[src/rtl/regfile_wb_arbiter_pkg.sv]
// Shared types for the register-file writeback path: register index, data word
// and the per-requester writeback payload.
package regfile_wb_arbiter_pkg;

    typedef logic [31:0] uint32_t;
    typedef logic [4:0]  reg_idx_t;

    localparam int NUM_ARCH_REGS = 32;

    typedef struct packed {
        reg_idx_t rd;
        uint32_t  data;
    } wb_req_t;

endpackage

[src/rtl/rr_arbiter.sv]
// Combinational round-robin arbiter: grants the first request found scanning
// upward from the slot after i_ptr. The pointer register belongs to the caller.
module rr_arbiter #(
    parameter int N     = 3,
    parameter int IDX_W = (N > 1) ? $clog2(N) : 1
) (
    input  logic [N-1:0]     i_req,
    input  logic [IDX_W-1:0] i_ptr,
    output logic [N-1:0]     o_grant,
    output logic [IDX_W-1:0] o_idx
);

    always_comb begin
        int  w_slot;
        logic w_found;
        o_grant = '0;
        o_idx   = '0;
        w_found = 1'b0;
        w_slot  = 0;
        for (int k = 1; k <= N; k++) begin
            w_slot = (int'(i_ptr) + k) % N;
            if (!w_found && i_req[w_slot]) begin
                w_found         = 1'b1;
                o_grant[w_slot] = 1'b1;
                o_idx           = IDX_W'(w_slot);
            end
        end
    end

endmodule

[src/rtl/regfile_wb_arbiter.sv]
// Single write port of the integer register file: round-robin writeback
// arbitration, one registered write per cycle, and a RAW/WAW busy scoreboard.
module regfile_wb_arbiter
    import regfile_wb_arbiter_pkg::*;
#(
    parameter int NUM_REQ = 3,
    parameter int IDX_W   = (NUM_REQ > 1) ? $clog2(NUM_REQ) : 1
) (
    input  logic                    clk,
    input  logic                    rst,
    input  logic [NUM_REQ-1:0]      req_valid,
    output logic [NUM_REQ-1:0]      req_ready,
    input  logic [NUM_REQ*5-1:0]    req_rd,
    input  logic [NUM_REQ*32-1:0]   req_data,
    output logic                    wb_we,
    output logic [4:0]              wb_rd,
    output logic [31:0]             wb_data,
    input  logic                    issue_valid,
    input  logic [4:0]              issue_rd,
    output logic                    issue_ready,
    input  logic [4:0]              rs1_index,
    input  logic [4:0]              rs2_index,
    output logic                    rs1_busy,
    output logic                    rs2_busy,
    output logic [31:0]             busy_vec
);

    wb_req_t                  w_req [NUM_REQ];
    wb_req_t                  w_sel;
    logic [NUM_REQ-1:0]       w_grant;
    logic [IDX_W-1:0]         w_gidx;
    logic                     w_accept;
    logic [NUM_ARCH_REGS-1:0] w_busy_nxt;

    logic [IDX_W-1:0]         r_ptr;
    logic                     r_we;
    reg_idx_t                 r_rd;
    uint32_t                  r_data;
    logic [NUM_ARCH_REGS-1:0] r_busy;

    always_comb begin
        for (int i = 0; i < NUM_REQ; i++) begin
            w_req[i].rd   = req_rd[i*5 +: 5];
            w_req[i].data = req_data[i*32 +: 32];
        end
    end

    rr_arbiter #(.N(NUM_REQ), .IDX_W(IDX_W)) u_rr (
        .i_req   (req_valid),
        .i_ptr   (r_ptr),
        .o_grant (w_grant),
        .o_idx   (w_gidx)
    );

    assign req_ready = rst ? '0 : w_grant;
    assign w_accept  = |req_ready;
    assign w_sel     = w_req[w_gidx];

    assign issue_ready = !r_busy[issue_rd] || (issue_rd == 5'd0);
    assign rs1_busy    = r_busy[rs1_index];
    assign rs2_busy    = r_busy[rs2_index];
    assign busy_vec    = r_busy;

    // Clear comes from the registered write so dependents wake only once the
    // value is in the register file; a same-edge issue of that index wins.
    always_comb begin
        w_busy_nxt = r_busy;
        if (r_we && r_rd != 5'd0)
            w_busy_nxt[r_rd] = 1'b0;
        if (issue_valid && issue_ready && issue_rd != 5'd0)
            w_busy_nxt[issue_rd] = 1'b1;
        w_busy_nxt[0] = 1'b0;
    end

    always_ff @(posedge clk) begin
        if (rst) begin
            r_ptr  <= IDX_W'(NUM_REQ - 1);
            r_we   <= 1'b0;
            r_rd   <= '0;
            r_data <= '0;
            r_busy <= '0;
        end else begin
            r_busy <= w_busy_nxt;
            r_we   <= w_accept && (w_sel.rd != 5'd0);
            if (w_accept) begin
                r_ptr  <= w_gidx;
                r_rd   <= w_sel.rd;
                r_data <= w_sel.data;
            end
        end
    end

    assign wb_we   = r_we;
    assign wb_rd   = r_rd;
    assign wb_data = r_data;

endmodule
[config.mk]
export PLATFORM = sky130hd
export DESIGN_NAME = regfile_wb_arbiter
export DESIGN_NICKNAME = d
export VERILOG_FILES = /design/src/rtl/regfile_wb_arbiter_pkg.sv /design/src/rtl/rr_arbiter.sv /design/src/rtl/regfile_wb_arbiter.sv
export SDC_FILE = /design/constraint.sdc
export NUM_CORES = 1
export LEC_CHECK = 0
export CAP_MARGIN = 40
export CORE_MARGIN = 3
export CORE_UTILIZATION = 47
export CTS_BUF_LIST = sky130_fd_sc_hd__clkbuf_4
export CTS_CLUSTER_SIZE = 40
export DETAILED_ROUTE_END_ITERATION = 16
export PLACE_DENSITY = 0.95
export SLEW_MARGIN = 20
export SYNTH_ARGS = -nofsm -noshare
export SYNTH_HDL_FRONTEND = slang
export SYNTH_HIERARCHICAL = 1
export SYNTH_SLANG_ARGS = --single-unit
[constraint.sdc]
create_clock -name clk -period 4.8 [get_ports clk]
set_input_delay 1.2 -clock clk [delete_from_list [all_inputs] [get_ports clk]]
set_output_delay 1.2 -clock clk [all_outputs]
set_load 0.02 [all_outputs]
==> reports/qor.csv <==
metric,value,unit
TritonCTS buffer count,9,
clk root buf,clkbuf_4,
post-route met1 wirelength,6.558,mm
Yosys reg bits,71,
Pleak,0.002628,uW
post-synthesis cell area,4695,um2
Worst Tran Pin Value,0.8524,ns
via count,5533,
Area Overhead vs Synth,51.20,%
Synth Warn #,6,
DR top layer,met4,
Worst Path Max Fanout,8,
via/cell ratio,6.121,
Clock Skew,0.02376,ns
port buffer count,206,
syn nets,709,
Routed WL per cell,20.15,um
Pint,1628,uW
Sw Ratio,0.4541,
# hold bufs at CTS,0,
initial antenna violation count,0,
CP Buf/Inv Count,4,
vias in the first global route,5446,
clock network power share,0.125,
Chip Height,105.9,um
Final Max Tran Viols,0,
DR WL met3,1.662,mm
total wire length,18.22,mm
fin util,0.7504,
Max Freq,0.2133,GHz
top cell family by delay on the critical path,buffers and inverters,
Post-synth ARST share,0,
Syn Inst Count,573,
largest net degree at the start of global routing,78,
Rows,35,
post-route antenna net violation count,0,
TritonCTS clock tree,done,
Yosys cell types,51,
core outline area,9459,um2
Worst Path Arrival,3.49,ns
Worst Setup End Kind,output port,
H-tree levels,3,
Hold Fails Final Rpt,0,
first-pass GRT wire length,27.95,mm
Initial Util,0.4963,
post-route cell area,7098,um2
Synth Flop Type,dfxtp_1,
wire length on met2,9.144,mm
"Clk Latency, worst-skew pair",0.42,ns
final setup fails,0,
DRC,0,
Power Total,2983,uW
class of the worst hold path,flip-flop to flip-flop,
outcome,finished clean,
crit path kind,input pin to output port,
pre-CTS setup slack,-0.1177,ns
top cell type's share of synthesized area,0.3028,
CTS Buffer Depth,2,
Worst Setup Start Kind,input pin,
gr ovfl total,0,
Max-cap violations,0,
DP Wirelength,14.25,mm
layout cells sized above 1,0.09032,
final worst slack,0.1118,ns
Placer Congestion,1.030,
CTS Sinks,71,
Post-synth EDFFs,0,
IO Pins,208,
GRT Total Usage,0.3142,
Die Wd,105.9,um
Worst VDD drop,0.0003584,V
normalized max-slew margin,0.4317,
sequential fraction of the synthesis area,0.3028,
post-layout min period,4.688,ns
combinational share of power,0.598,
DR pass1 iterations,6,
"Clk pin slew, worst setup/hold paths",0.11,ns
CP Cell Sequence,clkdlybuf4s50_1 > buf_4 > buf_12 > mux2_2 > o21ai_0 > mux2i_1 > a221oi_2 > dlygate4sd2_1,
layout net count,907,
ant diodes,0,
"Cell Area, Placed",6948,um2
Power Dens Cells,420.2,nW/um2
Synth area leader,dfxtp_1,
die area,11220,um2
period utilisation layout,0.9767,
R2R setup slack,1.24,ns
synth top area cells,"dfxtp_1 (30%), mux2i_1 (14%), nor2_1 (6.8%), a211oi_1 (5.9%), a21oi_1 (4.3%)",
syn_area_per_cell,8.193,um2
Psw,1354,uW
slowest CP cell,clkdlybuf4s50_1,
initial drt markers,392,
Flop pwr share,0.277,
Critical Path RT,3.60,ns
unrepaired setup endpoints after global routing,no,
CP max stage delay,0.58,ns
==> final cells by class <==
type                            instances  area, um2
Multi-Input combinational cell        443       3040
Fill cell                             669       2361
Timing Repair Buffer                  236       2308
Sequential cell                        71       1421
Tap cell                              129      161.4
Clock buffer                            9      67.56
Clock inverter                          6      61.31
Inverter                               10      37.54
==> logic make-up after synthesis <==
group	count (synthesis)	share of synthesized area
simple gates	197	0.1994
compound gates	159	0.2372
mux	82	0.1930
flops	71	0.3028
buf+inv	59	0.05624
fa+ha+maj	4	0.01066
other cells	1	0.0007988
==> layout by cell type, fill, tap and decap left out, drive strengths merged, types with 2 or more instances in the layout <==
master         instances
mux4                   6
nand4                  3
or2                    2
o211ai                13
inv                   10
clkdlybuf4s50        203
nor3                   6
mux2i                 68
nor2b                 19
o21a                   2
clkbuf                 9
ha                     4
a21oi                 40
nand2                 24
nand4b                 3
clkinv                 5
nor3b                  2
nand3b                 4
nor2                  85
o31ai                 14
and2                   3
o41ai                  8
o22ai                  5
o21ai                 19
a2111oi                4
a221oi                 7
buf                   31
nand3                 35
a211oi                37
nand2b                 3
a41oi                  2
dfxtp                 71
mux2                   8
or3                    6
==> repair_timing <==
item,in CTS,in global routing
endpoints found under the setup margin,1,1
hold endpoints to repair,0,0
gates resized for setup,1,1
setup buffers,0,0
==> final timing paths <==
kind | endpoint | from | depth (start not counted)
min | wb_data[11] | wb_data[11] | 2
min reg2reg | wb_data[11] | wb_data[11] | 2
max | issue_ready | issue_rd[0] | 8
max reg2reg | wb_we | r_ptr[0] | 12
==> tightest hold or removal path, stage by stage (launching register included) <==
cell      delay (ns)
dfxtp_1         0.33
nor2_1          0.09
a211oi_1        0.05
==> sequential cells by signal, indices dropped and copies added (netlist names) <==
signal and cells:
wb_data 32, busy_vec 31, wb_rd 5, r_ptr 2, wb_we 1
==> metal layers <==
metal | up-vias | GRT usage
met4 | 0 | 0.1563
li1 | 2539 | -
met3 | 72 | 0.07954
met1 | 2567 | 0.3433
met5 | - | 0
met2 | 355 | 0.5628
==> Yosys cell counts (2+ instances only) <==
cell,instances
dfxtp_1,71
a221oi_1,6
mux4_2,6
a41oi_1,2
mux2_2,8
or3_4,2
buf_4,5
o22ai_1,5
clkbuf_1,27
a2111oi_0,4
nand3_1,35
nand2b_1,3
buf_2,13
o31ai_4,2
a211oi_1,37
o21ai_1,3
mux2i_1,68
nor2b_1,19
and2_1,3
nor3_1,6
a21oi_1,40
ha_1,4
o21ai_0,16
nand3b_1,4
nor2_1,85
nand2_1,24
buf_1,3
or3_1,4
o31ai_1,12
nor3b_1,2
nand4_1,3
o41ai_1,8
inv_1,9
or2_1,2
nand4b_1,3
o21a_1,2
o211ai_1,13
==> stage by stage <==
stage	std cells	TNS (ns)	hold slack, ns
finish	904	0	0.5060
global route	904	0	0.5233
CTS	903	0	0.5081
detailed placement	888	-0.1177	0.4906
global placement	888	-0.08289	0.4875
floorplan	573	0	0.4950
==> power by group through the flow <==
stage | combinational, uW | clock, uW | sequential, uW
6_report | 1780 | 372 | 826
4_1_cts | 1770 | 372 | 823
2_1_floorplan | 1030 | 0 | 932
3_5_place_dp | 1760 | 0 | 836
5_1_grt | 1920 | 403 | 845
3_3_place_gp | 1700 | 0 | 827
No activity file was read; power rests on OpenSTA's default activity.
